==> src/rtl/tree_sum_accumulator.sv <==
// Accumulates N_CHUNKS consecutive signed tree-adder sums into one wide result.
// Valid/ready on both sides; registered output with sticky signed-overflow flag.
module tree_sum_accumulator #(
    parameter int P        = 8,
    parameter int ACC_W    = 16,
    parameter int N_CHUNKS = 4
) (
    input  logic             clk,
    input  logic             rst,
    input  logic             in_valid,
    output logic             in_ready,
    input  logic [P-1:0]     in_sum,
    output logic             out_valid,
    input  logic             out_ready,
    output logic [ACC_W-1:0] out_acc,
    output logic             out_ovf
);

    localparam int CNT_W = (N_CHUNKS > 1) ? $clog2(N_CHUNKS) : 1;
    localparam logic [CNT_W-1:0] LAST_CNT = CNT_W'(N_CHUNKS - 1);

    typedef enum logic {
        EMPTY = 1'b0,
        FULL  = 1'b1
    } out_state_t;

    out_state_t       state_reg;
    out_state_t       state_next;

    logic [ACC_W-1:0] acc_reg;
    logic [CNT_W-1:0] chunk_cnt_reg;
    logic             ovf_sticky_reg;
    logic [ACC_W-1:0] out_acc_reg;
    logic             out_ovf_reg;

    logic [ACC_W-1:0] in_ext;
    logic [ACC_W-1:0] sum;
    logic             add_ovf;
    logic             accept;
    logic             last_beat;

    generate
        if (ACC_W > P) begin : g_sext
            assign in_ext = {{(ACC_W - P){in_sum[P-1]}}, in_sum};
        end else begin : g_same
            assign in_ext = in_sum;
        end
    endgenerate

    assign sum     = acc_reg + in_ext;
    // Signed overflow: operands agree in sign but the wrapped sum does not.
    assign add_ovf = (acc_reg[ACC_W-1] == in_ext[ACC_W-1]) &&
                     (sum[ACC_W-1] != acc_reg[ACC_W-1]);

    assign in_ready  = (state_reg == EMPTY) || out_ready;
    assign accept    = in_valid && in_ready;
    assign last_beat = accept && (chunk_cnt_reg == LAST_CNT);

    always_ff @(posedge clk) begin
        if (rst) begin
            state_reg <= EMPTY;
        end else begin
            state_reg <= state_next;
        end
    end

    always_comb begin
        state_next = state_reg;
        case (state_reg)
            EMPTY: begin
                if (last_beat) state_next = FULL;
            end
            FULL: begin
                if (last_beat)      state_next = FULL;
                else if (out_ready) state_next = EMPTY;
            end
            default: state_next = EMPTY;
        endcase
    end

    always_comb begin
        out_valid = (state_reg == FULL);
        out_acc   = out_acc_reg;
        out_ovf   = out_ovf_reg;
    end

    always_ff @(posedge clk) begin
        if (rst) begin
            acc_reg        <= '0;
            chunk_cnt_reg  <= '0;
            ovf_sticky_reg <= 1'b0;
            out_acc_reg    <= '0;
            out_ovf_reg    <= 1'b0;
        end else if (accept) begin
            if (last_beat) begin
                out_acc_reg    <= sum;
                out_ovf_reg    <= ovf_sticky_reg | add_ovf;
                acc_reg        <= '0;
                chunk_cnt_reg  <= '0;
                ovf_sticky_reg <= 1'b0;
            end else begin
                acc_reg        <= sum;
                chunk_cnt_reg  <= chunk_cnt_reg + 1'b1;
                ovf_sticky_reg <= ovf_sticky_reg | add_ovf;
            end
        end
    end

endmodule

==> config.mk <==
export PLATFORM = sky130hd
export DESIGN_NAME = tree_sum_accumulator
export DESIGN_NICKNAME = d
export VERILOG_FILES = /design/src/rtl/tree_sum_accumulator.sv
export SDC_FILE = /design/constraint.sdc
export NUM_CORES = 1
export LEC_CHECK = 0
export BUFFER_PORTS_ARGS = -buffer_cell sky130_fd_sc_hd__clkbuf_2
export CORE_MARGIN = 2
export CORE_UTILIZATION = 51
export DETAILED_ROUTE_END_ITERATION = 10
export GPL_ROUTABILITY_DRIVEN = 0
export PLACE_DENSITY = 0.84
export SETUP_SLACK_MARGIN = 0.05
export SLEW_MARGIN = 5
export SYNTH_ARGS = -nofsm -noshare
export SYNTH_HDL_FRONTEND = slang
export SYNTH_SLANG_ARGS = --single-unit
==> constraint.sdc <==
create_clock -name clk -period 2.4 [get_ports clk]
set_input_delay 0.12 -clock clk [delete_from_list [all_inputs] [get_ports clk]]
set_output_delay 0.12 -clock clk [all_outputs]
set_load 0.005 [all_outputs]
==> summary.txt <==
number of endpoints with negative hold slack in the final report = 0
detailed placement HPWL = 3600 µm
number of synthesized flops with an enable pin = 0
worst setup slack before clock tree synthesis = 0.0362 ns
area of the mapped netlist = 2160 µm²
Detailed Route WL = 5230 µm
post-detailed-route DRC marker count = 0
number of distinct library cells after synthesis = 53
Slew Limit Fails = 0
dominant synthesized flop cell = sky130_fd_sc_hd__dfxtp_1
Register-to-Register Setup Slack = 0.08 ns
CTS tree = built
hold_ws = 0.0879 ns
setup slack of the critical path after layout = 0.0797 ns
H-tree level count = 2
Ports = 31
startpoint-to-endpoint class of the critical path = reg2reg
vertical die dimension = 69.1 µm
area added between synthesis and finish = 17.6%
proportion of total power due to net switching = 33.9%
final routed wire length divided by cell count = 15.2 µm
synthesis-stage register bit count = 37
cells along the critical path = ha_4, fa_2, a211oi_2, o21bai_2, a221oi_2, o31ai_1, or4b_1, nand3_1
power density relative to cell area = 656 nW/µm²
initial detailed-routing violation count = 179
via/cell ratio = 5.85
number of antenna diodes = 0
Worst-path clk slew = 0.08 ns
LEAKAGE = 1.09 nW
sequential fraction of design power = 41.2%
part of the power in combinational logic = 33.0%
worst hold-check path type = in2reg
via count = 2012
Die Span X = 69.1 µm
WP data required = 2.64 ns
Final Net Count = 322
average footprint of a synthesized cell = 8.48 µm²
r2r endpoint = out_acc[14]
Max transition margin = 62.9%
Global Route Usage Sum = 21.7%
antenna viol nets, final = 0
most area-consuming cells after synthesis = sky130_fd_sc_hd__dfxtp_1 (34%), sky130_fd_sc_hd__ha_1 (9.3%), sky130_fd_sc_hd__a21oi_1 (6.2%), sky130_fd_sc_hd__nand2_1 (5.0%), sky130_fd_sc_hd__nor2_1 (4.7%)
Post-Syn Instances = 255
sequential fraction of the synthesis area = 34.2%
number of maximum-capacitance constraint violations = 0
Critical R2R Launch = acc_reg[0]
Worst EP arrival = 2.56 ns
number of detailed-route iterations in the first pass = 4
antenna violations before repair = 0
sum of negative setup slack = 0 ns
net count after synthesis = 284
number of warnings issued by yosys = 0
maximum clock path buffer count = 2
Power, Total = 0.00167 W
starting utilization of the core area = 53.7%
Synth async-reset ratio = 0%
share of total power in the clock network = 25.8%
CP max-delay cell = sky130_fd_sc_hd__or4b_1
total die area = 4780 µm²
Buffers on Ports = 30
area share of the largest cell type after synthesis = 34.2%
type of element capturing the critical path = register
launching element of the worst setup path = acc_reg[0]
worst setup skew after layout = 0.00367 ns
post-route minimum period = 2.32 ns
Critical Path Start Type = register
library cell occupying the most area in the post-synthesis netlist = sky130_fd_sc_hd__dfxtp_1
clock latency of the later-clocked register in the worst-skew pair = 0.29 ns
cell depth of the worst min-delay path = 3
depth of the worst register-to-register path = 8
result of the run = complete, no violations
maximum achievable frequency = 431 MHz
number of global-route vias before repair = 1927
fill cell total of the finished layout = 358
CTS buffer count = 5
wire length of the first global-routing pass = 8580 µm
share of post-route cells with drive strength above 1 = 23.8%
internal power consumption = 0.00110 W
number of sinks on the clock net = 37
highest fanout seen on the critical path = 3
endpoint of the worst hold-timing path = out_valid
most common cell after layout, fill and taps aside = sky130_fd_sc_hd__dfxtp_1
IR drop worst, VDD = 0.397 mV
hold-fix buffers at CTS = 0
delay contributed by the slowest stage of the critical path = 0.48 ns
clock root buffer master = sky130_fd_sc_hd__clkbuf_8
final worst-path cycle share = 96.7%
number of setup violations in the final report = 0
unrepaired setup endpoints after global routing = yes
area of the core = 4030 µm²
GR Overflow Total = 0
number of cell rows = 23
Sw Pwr = 0.000566 W
maximum number of pins on one net before global-route repair = 24
Hold Startpoint = in_valid
worst slew pin tran = 0.556 ns
most used cells in the layout excluding fill and tap cells = sky130_fd_sc_hd__dfxtp_1 (36), sky130_fd_sc_hd__clkbuf_2 (30), sky130_fd_sc_hd__nand2_1 (29)
cell families (layout without fill, tap and decap cells):
| logic type | Yosys count | count (layout) | synth area share, % |
|---|---|---|---|
| multiplexers | 2 | 2 | 1.16 |
| flip-flops | 37 | 37 | 34.2 |
| AND/OR/NAND/NOR | 98 | 98 | 21.6 |
| adder cells (fa/ha/maj) | 17 | 17 | 10.2 |
| buffers and inverters | 17 | 56 | 3.30 |
| XOR/XNOR | 12 | 12 | 4.86 |
| AO/OA/AOI/OAI | 72 | 72 | 24.6 |
how the worst max path moves through the flow:
| stage | endpoint | slack [ns] | depth (start not counted) |
|---|---|---|---|
| CTS | out_acc[14] | 0.07 | 8 |
| finish | out_acc[14] | 0.08 | 8 |
| global route | out_acc[14] | -0.04 | 8 |
| detailed placement | out_acc[14] | 0.04 | 8 |
| global placement | out_acc[14] | 0.09 | 8 |
| floorplan | out_acc[14] | 0.15 | 8 |
repair_timing:
action	CTS	global route
setup buffers	0	3
setup endpoints to repair	1	6
pin swaps	2	9
endpoints found under the hold margin	0	0
resized for setup	1	7
per-layer routing:
metal	vias up	part of all wire, %	global-route usage [%]
met2	54	50	37.8
met1	940	44	27.1
met3	4	5.4	4.24
met4	0	0.57	6.32
li1	1014	-	-
met5	-	0	0
per-stage QoR:
step / instances / util, % / area [µm²]
after detailed placement: 333 / 59.6 / 2400
after floorplan: 255 / - / 2160
final: 344 / 63.1 / 2540
after global routing: 344 / 63.1 / 2540
after CTS: 341 / 61.7 / 2490
after global placement: 333 / 59.6 / 2400
power groups by stage:
| stage | Clock [W] | Sequential, W | Combinational [W] |
|---|---|---|---|
| 2_1_floorplan | 0 | 0.000693 | 0.000398 |
| 6_report | 0.000430 | 0.000688 | 0.000551 |
| 5_1_grt | 0.000466 | 0.000693 | 0.000609 |
| 3_5_place_dp | 0 | 0.000701 | 0.000507 |
| 3_3_place_gp | 0 | 0.000698 | 0.000496 |
| 4_1_cts | 0.000435 | 0.000687 | 0.000513 |
cell type report:
class / instances / area, µm² / share of cell area [%]
clock buffer: 6 / 72.6 / 2.85
inverter: 4 / 15.0 / 0.590
multi-input combinational: 201 / 1390 / 54.5
timing repair buffer: 44 / 255 / 10.0
tap: 50 / 62.6 / 2.46
sequential: 37 / 742 / 29.2
clock inverter: 2 / 10.0 / 0.394
cell usage after synthesis (3+ instances only):
library cell,n
sky130_fd_sc_hd__nand3_1,7
sky130_fd_sc_hd__a21oi_1,27
sky130_fd_sc_hd__ha_1,16
sky130_fd_sc_hd__xor2_1,3
sky130_fd_sc_hd__a211oi_1,6
sky130_fd_sc_hd__a22oi_1,6
sky130_fd_sc_hd__nand4_1,5
sky130_fd_sc_hd__xnor2_1,9
sky130_fd_sc_hd__nor2_1,27
sky130_fd_sc_hd__nand2_1,29
sky130_fd_sc_hd__nor4_1,4
sky130_fd_sc_hd__nor3_1,7
sky130_fd_sc_hd__and3_1,5
sky130_fd_sc_hd__inv_1,4
sky130_fd_sc_hd__dfxtp_1,37
sky130_fd_sc_hd__o21a_1,3
sky130_fd_sc_hd__clkbuf_1,10
worst max-delay path, delay by kind of cell, from the launching register on:
kind / cells / cell delay (ns)
AOI/OAI and AO/OA: 4 / 0.80
adders and majority gates: 2 / 0.57
and+or+nand+nor: 2 / 0.56
DFF: 1 / 0.34
(Power assumes the default switching activity.)
